--- src/rtl/pipelined_rca_adder.sv ---
// Pipelined ripple-carry adder/subtractor: one SEG-bit segment is rippled per stage,
// with the segment carry and unused operand bits registered between stages.
module pipelined_rca_adder #(
   parameter int WIDTH = 32,
   parameter int SEG   = 8
) (
   input  logic             clk,
   input  logic             reset,
   input  logic             in_valid,
   output logic             in_ready,
   input  logic [WIDTH-1:0] a,
   input  logic [WIDTH-1:0] b,
   input  logic             cin,
   input  logic             sub,
   output logic             out_valid,
   input  logic             out_ready,
   output logic [WIDTH-1:0] sum,
   output logic             cout,
   output logic             ovf
);

   localparam int STAGES = WIDTH / SEG;

   generate
      if (WIDTH % SEG != 0) begin : g_bad_seg
         $error("pipelined_rca_adder: WIDTH must be a multiple of SEG");
      end
   endgenerate

   // Handshake: a transfer happens at a clock edge where valid & ready are both high.
   // The whole pipe shares one enable; it freezes only while a finished result waits.
   logic stall;

   logic [STAGES-1:0] valid_q, valid_d;
   logic [STAGES-1:0] carry_q, carry_d;
   logic [WIDTH-1:0]  a_q   [STAGES];
   logic [WIDTH-1:0]  a_d   [STAGES];
   logic [WIDTH-1:0]  b_q   [STAGES];
   logic [WIDTH-1:0]  b_d   [STAGES];
   logic [WIDTH-1:0]  sum_q [STAGES];
   logic [WIDTH-1:0]  sum_d [STAGES];
   logic              ovf_q, ovf_d;

   logic [WIDTH-1:0]  a_src [STAGES];
   logic [WIDTH-1:0]  b_src [STAGES];
   logic [WIDTH-1:0]  s_src [STAGES];
   logic [STAGES-1:0] c_src;
   logic [STAGES-1:0] v_src;
   logic [SEG:0]      seg_res;
   logic              msb_cin;

   always_comb begin
      // Stage 0 works on the raw inputs; subtraction becomes a + ~b + 1.
      a_src[0] = a;
      b_src[0] = sub ? ~b : b;
      s_src[0] = '0;
      c_src    = '0;
      v_src    = '0;
      c_src[0] = sub ? 1'b1 : cin;
      v_src[0] = in_valid;
      for (int k = 1; k < STAGES; k++) begin
         a_src[k] = a_q[k-1];
         b_src[k] = b_q[k-1];
         s_src[k] = sum_q[k-1];
         c_src[k] = carry_q[k-1];
         v_src[k] = valid_q[k-1];
      end

      seg_res = '0;
      valid_d = '0;
      carry_d = '0;
      for (int k = 0; k < STAGES; k++) begin
         seg_res = {1'b0, a_src[k][k*SEG +: SEG]} + {1'b0, b_src[k][k*SEG +: SEG]}
                 + {{SEG{1'b0}}, c_src[k]};
         a_d[k]                 = a_src[k];
         b_d[k]                 = b_src[k];
         sum_d[k]               = s_src[k];
         sum_d[k][k*SEG +: SEG] = seg_res[SEG-1:0];
         carry_d[k]             = seg_res[SEG];
         valid_d[k]             = v_src[k];
      end

      // Carry into the MSB recovered from the MSB sum bit and its two operand bits.
      msb_cin = sum_d[STAGES-1][WIDTH-1] ^ a_src[STAGES-1][WIDTH-1] ^ b_src[STAGES-1][WIDTH-1];
      ovf_d   = msb_cin ^ carry_d[STAGES-1];
   end

   always_ff @(posedge clk) begin
      if (reset) begin
         valid_q <= '0;
         carry_q <= '0;
         ovf_q   <= 1'b0;
         for (int k = 0; k < STAGES; k++) begin
            a_q[k]   <= '0;
            b_q[k]   <= '0;
            sum_q[k] <= '0;
         end
      end else if (!stall) begin
         valid_q <= valid_d;
         carry_q <= carry_d;
         ovf_q   <= ovf_d;
         for (int k = 0; k < STAGES; k++) begin
            a_q[k]   <= a_d[k];
            b_q[k]   <= b_d[k];
            sum_q[k] <= sum_d[k];
         end
      end
   end

   assign stall     = valid_q[STAGES-1] & ~out_ready;
   assign in_ready  = ~stall;
   assign out_valid = valid_q[STAGES-1];
   assign sum       = sum_q[STAGES-1];
   assign cout      = carry_q[STAGES-1];
   assign ovf       = ovf_q;

endmodule
--- config.mk ---
export PLATFORM = sky130hd
export DESIGN_NAME = pipelined_rca_adder
export DESIGN_NICKNAME = d
export VERILOG_FILES = /design/src/rtl/pipelined_rca_adder.sv
export SDC_FILE = /design/constraint.sdc
export NUM_CORES = 1
export LEC_CHECK = 0
export BUFFER_PORTS_ARGS = -buffer_cell sky130_fd_sc_hd__buf_4
export CAP_MARGIN = 10
export CELL_PAD_IN_SITES_DETAIL_PLACEMENT = 1
export CELL_PAD_IN_SITES_GLOBAL_PLACEMENT = 1
export CORE_ASPECT_RATIO = 1.2
export CORE_MARGIN = 2
export CORE_UTILIZATION = 51
export DETAILED_ROUTE_END_ITERATION = 8
export PLACE_DENSITY_LB_ADDON = 0.15
export SLEW_MARGIN = 10
export SYNTH_ARGS = -nofsm -noshare
export SYNTH_HDL_FRONTEND = slang
export SYNTH_SLANG_ARGS = --single-unit
--- constraint.sdc ---
create_clock -name clk -period 11 [get_ports clk]
set_input_delay 2.2 -clock clk [delete_from_list [all_inputs] [get_ports clk]]
set_output_delay 2.2 -clock clk [all_outputs]
set_load 0.02 [all_outputs]
==> out/results.txt, run 1 <==
Status -> completed
Clk_lat worst skew -> 0.42 ns
Ports -> 106
Final worst path period share -> 0.543
Worst Path Arrival -> 3.78 ns
Post-synthesis instance area -> 0.00827 mm²
Synth Register Bits -> 185
Resize count post-CTS -> 0
I/O Buffers -> 105
Total CTS buffers -> 17
Worst r2r src -> valid_q[3]
Hpwl dp -> 10300 µm
Hold Path Class -> reg -> reg
Final core utilization -> 0.611
Max-slew headroom -> 0.296
DR pass1 iterations -> 4
Hold Vio Cnt, Final -> 0
Row count -> 51
Setup Viol. Count Final -> 0
GPL Wtd Cong -> 0.781
Min-delay src -> valid_q[1]
Critical R2R Capture -> b_q[0][16]
Vias in the first global route -> 4958
Vias/cell -> 5.15
Hold buffer count at CTS -> 0
Setup Fix Bufs, Post-CTS -> 0
CTS tree -> yes
Final net count -> 813
Max Cap Viol -> 0
Initial Util -> 0.514
First-pass GRT wire length -> 24800 µm
Avg Inst Size Synth -> 13.6 µm²
CTS Sinks -> 185
DRC violation count after routing -> 0
Area grow syn2layout -> 18.8%
Syn Nets -> 713
CTS root buffer -> clkbuf_16
Async set or reset register ratio after synthesis -> 0
P_leak -> 0.00423 µW
Hold Path End -> valid_q[2]
CP endpoint kind -> primary output
Initial antenna violation count -> 1
Synth Flop Type -> edfxtp_1
Core area -> 0.0161 mm²
Peak Freq -> 167 MHz
Required @ worst endpoint -> 8.80 ns
Maximum fanout along the worst path -> 12
Sequential share of the synthesized area -> 0.661
GRT Total Usage -> 0.189
DR vias -> 4797
YS warnings -> 0
Number of cells on the worst hold path -> 2
Drt wl/cell -> 16.5 µm
CTS HTree Levels -> 4
Die Ht -> 143 µm
Maximum vdd drop -> 116 µV
RSZ-0062 raised after global routing -> no
DRT antenna net count -> 0
Worst-margin pin slew -> 1.06 ns
Post-synth EDFFs -> 176
Final TNS setup -> 0 ns
Reg2reg path depth -> 4
Unique masters post-synth -> 36
Syn Inst Count -> 607
CP Launch Type -> input pin
Die area -> 0.0172 mm²
Layout Skew -> 0.00679 ns
Grt ovf -> 0
Worst reg2reg setup slack -> 7.91 ns
Synth top area share -> 0.639
Iteration-0 DRC Markers -> 416
Total Routed Length -> 15400 µm
CTS Buffer Depth -> 2
Critical path class -> in -> out
Slew Viols, Final -> 0
Yosys top cell by area -> edfxtp_1
Power Dens Cells -> 160 mW/mm²
Die Width -> 120 µm
Largest net degree at the start of global routing -> 84
Layout cells sized above 1 -> 0.206
Synth area leaders -> edfxtp_1, and2_1, ha_1
Final worst path period need -> 5.98 ns
Clk slew on worst S/H paths -> 0.06 ns
-- critical path, cell delays in order --
cell     delay (ns)
buf_4          0.11
nor2b_1        0.71
inv_1          0.46
buf_4          0.29
-- Yosys cell counts, drive strengths merged (3+ instances only) --
master,n
a211oi,5
a21boi,4
a21o,4
a21oi,16
a31oi,3
and2,124
and3,3
buf,6
clkbuf,21
dfxtp,9
edfxtp,176
fa,8
ha,28
inv,21
nand2,18
nand2b,6
nor2,49
nor2b,8
nor3,16
o2111ai,3
o21a,11
o21ai,14
or4,4
xnor2,32
xor2,13
-- layout make-up --
cell class / count / area, µm²
Fill cell: 1584 / 6260
Antenna cell: 1 / 2.50
Tap cell: 212 / 265
Clock inverter: 13 / 130
Clock buffer: 18 / 429
Inverter: 21 / 78.8
Sequential cell: 185 / 5470
Timing Repair Buffer: 108 / 811
Multi-Input combinational cell: 374 / 2640
-- worst max-delay path by stage --
stage / startpoint / to / slack [ns] / cells after the start
after CTS: out_ready / in_ready / 5.06 / 4
after global routing: out_ready / in_ready / 4.86 / 4
after global placement: out_ready / in_ready / 5.22 / 4
after detailed placement: out_ready / in_ready / 5.08 / 4
after floorplan: reset / a_q[0][10] / 3.70 / 2
final: out_ready / in_ready / 5.02 / 4
-- per-layer routing --
layer,wire length (µm),GRT usage,up-vias
met5,0,0,-
met4,363,0.0942,0
met3,608,0.0369,27
met2,8280,0.340,101
met1,6160,0.216,2357
li1,-,-,2312
-- power by group --
part           internal [µW]  switching (µW)  total, µW
logic                   73.7            79.5        153
registers                823            14.7        838
clock network            331             252        583
-- stage by stage --
step | total power, µW | setup slack, ns | instances | area [µm²] | hold slack [ns]
after global routing | 1630 | 4.86 | 931 | 9820 | 0.489
final | 1570 | 5.02 | 932 | 9820 | 0.465
after global placement | 996 | 5.22 | 900 | 9250 | 0.439
after floorplan | 947 | 3.70 | 607 | 8270 | 0.432
after detailed placement | 1010 | 5.08 | 900 | 9250 | 0.458
after CTS | 1590 | 5.06 | 931 | 9810 | 0.465
-- registers in the layout (all words and copies together) (netlist names) --
name and count:
a_q 48, ovf 1, b_q 48, valid_q 4, sum_q 80, carry_q 4
-- layout by cell type (no fill, tap or decap), drive strengths merged, types with 6 or more instances in the layout --
cell type,count
edfxtp,176
and2,124
buf,108
nor2,49
xnor2,32
ha,28
inv,22
nand2,18
clkbuf,18
a21oi,16
nor3,16
o21ai,14
xor2,13
o21a,11
dfxtp,9
nor2b,8
fa,8
clkinv,8
nand2b,6
-- logic make-up (layout without fill, tap and decap cells) --
family	Yosys count	count (layout)	share of synthesized area
fa+ha+maj	36	36	0.0618
compound gates	64	64	0.0528
other cells	0	1	0
flops	185	185	0.661
buf+inv	48	160	0.0227
simple gates	229	229	0.153
xor+xnor	45	45	0.0486
No activity file was read; power rests on OpenSTA's default activity.
==> run 2, diff against run 1 <==
--- a/config.mk
+++ b/config.mk
@@ -11,7 +11,7 @@
 export CELL_PAD_IN_SITES_GLOBAL_PLACEMENT = 1
 export CORE_ASPECT_RATIO = 1.2
 export CORE_MARGIN = 2
-export CORE_UTILIZATION = 51
+export CORE_UTILIZATION = 47
 export DETAILED_ROUTE_END_ITERATION = 8
 export PLACE_DENSITY_LB_ADDON = 0.15
 export SLEW_MARGIN = 10
==> constraint.sdc (replaced) <==
create_clock -name clk -period 5.8 [get_ports clk]
set_input_delay 1.16 -clock clk [delete_from_list [all_inputs] [get_ports clk]]
set_output_delay 1.16 -clock clk [all_outputs]
set_load 0.02 [all_outputs]
==> out/results.txt, run 2 (synthesis results as in run 1) <==
Row count -> 53
Vias in the first global route -> 4898
Die Ht -> 149 µm
NetSw -> 671 µW
First-pass GRT wire length -> 24400 µm
Total CTS buffers -> 17
Worst Path Arrival -> 2.77 ns
Die Width -> 125 µm
Hold buffer count at CTS -> 0
Largest net degree at the start of global routing -> 90
Power Dens Cells -> 305 mW/mm²
Resize count post-CTS -> 0
Biggest register -> sum_q
DR pass1 iterations -> 4
Setup Fix Bufs, Post-CTS -> 0
Required @ worst endpoint -> 4.64 ns
CP Launch Type -> input pin
Final TNS setup -> 0 ns
Max-slew headroom -> 0.227
Hpwl dp -> 10300 µm
Hold Path End -> valid_q[1]
P_leak -> 0.00424 µW
Drt wl/cell -> 16.2 µm
DRC violation count after routing -> 0
Cell Int Power -> 2340 µW
Grt ovf -> 0
Layout Skew -> 0.0144 ns
Grt peak-use layer -> met2
Grt met2 use -> 0.308
Slew Viols, Final -> 0
Number of cells on the worst hold path -> 2
RSZ-0062 raised after global routing -> no
Die area -> 0.0187 mm²
GPL Wtd Cong -> 0.767
Max Cap Viol -> 0
CTS Sinks -> 185
Combinational Power Share -> 0.096
Area grow syn2layout -> 19.2%
Clock power frac -> 0.377
CTS root buffer -> clkbuf_16
Worst r2r src -> valid_q[3]
Flop pwr share -> 0.528
Hold Vio Cnt, Final -> 0
Total Routed Length -> 15300 µm
Most common cell after layout, fill and taps aside -> edfxtp_1
Setup Viol. Count Final -> 0
Worst-margin pin slew -> 1.16 ns
Clk slew on worst S/H paths -> 0.07 ns
Reg2reg path depth -> 3
CTS Buffer Depth -> 2
CTS HTree Levels -> 4
Critical path class -> in -> out
Final net count -> 813
Maximum vdd drop -> 249 µV
Net Sw Frac -> 0.223
GR met3 Demand/Resource -> 0.0362
Iteration-0 DRC Markers -> 293
Core area -> 0.0174 mm²
Max reg flops -> 80
Initial antenna violation count -> 0
CP endpoint kind -> primary output
Maximum fanout along the worst path -> 12
Peak Freq -> 254 MHz
CTS tree -> yes
Vias/cell -> 5.11
Grt met1 use -> 0.195
Ant. Diodes -> 0
DR vias -> 4804
Top Registers -> sum_q: 80 flops, a_q: 48 flops, b_q: 48 flops
I/O Buffers -> 105
Clk_lat worst skew -> 0.43 ns
Initial Util -> 0.476
Most frequent cells in the layout -> edfxtp_1, and2_1, buf_4
Status -> completed
Hold Path Class -> reg -> reg
Min-delay src -> valid_q[1]
Final worst path period share -> 0.678
Layout cells sized above 1 -> 0.210
Final worst path period need -> 3.93 ns
Critical R2R Capture -> sum_q[2][21]
Total power -> 3010 µW
Worst reg2reg setup slack -> 2.97 ns
Ports -> 106
GRT Total Usage -> 0.170
DRT antenna net count -> 0
[run 2: critical path: stages]
cell and delay [ns]:
buf_4 0.11, nor2b_1 0.72, inv_1 0.48, buf_4 0.30
[run 2: worst max path at each step]
| stage | end | startpoint | depth (start not counted) |
|---|---|---|---|
| finish | in_ready | out_ready | 4 |
| global route | in_ready | out_ready | 4 |
| CTS | in_ready | out_ready | 4 |
| detailed placement | sum_q[0][5] | out_ready | 5 |
| global placement | sum_q[1][14] | out_ready | 5 |
| floorplan | a_q[0][10] | reset | 2 |
[run 2: layout make-up]
cell class	count	area, µm²
sequential	185	5470
clock inverter	13	145
multi-input combinational	374	2640
inverter	21	78.8
fill	1726	7520
clock buffer	19	433
timing repair buffer	108	823
tap	220	275
[run 2: metal layers]
layer,vias to the layer above,share of wire
met2,93,0.54
met1,2371,0.41
met4,0,0.022
li1,2316,-
met3,24,0.033
met5,-,0
[run 2: per-stage QoR]
| step | instances | cell area [µm²] | setup WS (ns) | hold slack [ns] | utilization |
|---|---|---|---|---|---|
| after floorplan | 607 | 8270 | 1.58 | 0.432 | - |
| after global placement | 908 | 9270 | 2.07 | 0.439 | 0.534 |
| after detailed placement | 908 | 9270 | 1.90 | 0.462 | 0.534 |
| after CTS | 940 | 9850 | 1.95 | 0.472 | 0.567 |
| after global routing | 940 | 9860 | 1.78 | 0.502 | 0.567 |
| final | 940 | 9860 | 1.87 | 0.472 | 0.567 |
[run 2: power by group through the flow]
stage	clock, µW	combinational [µW]	sequential, µW
floorplan	0	172	1620
global placement	0	277	1610
detailed placement	0	291	1620
CTS	1160	293	1590
global route	1210	323	1600
finish	1130	288	1590
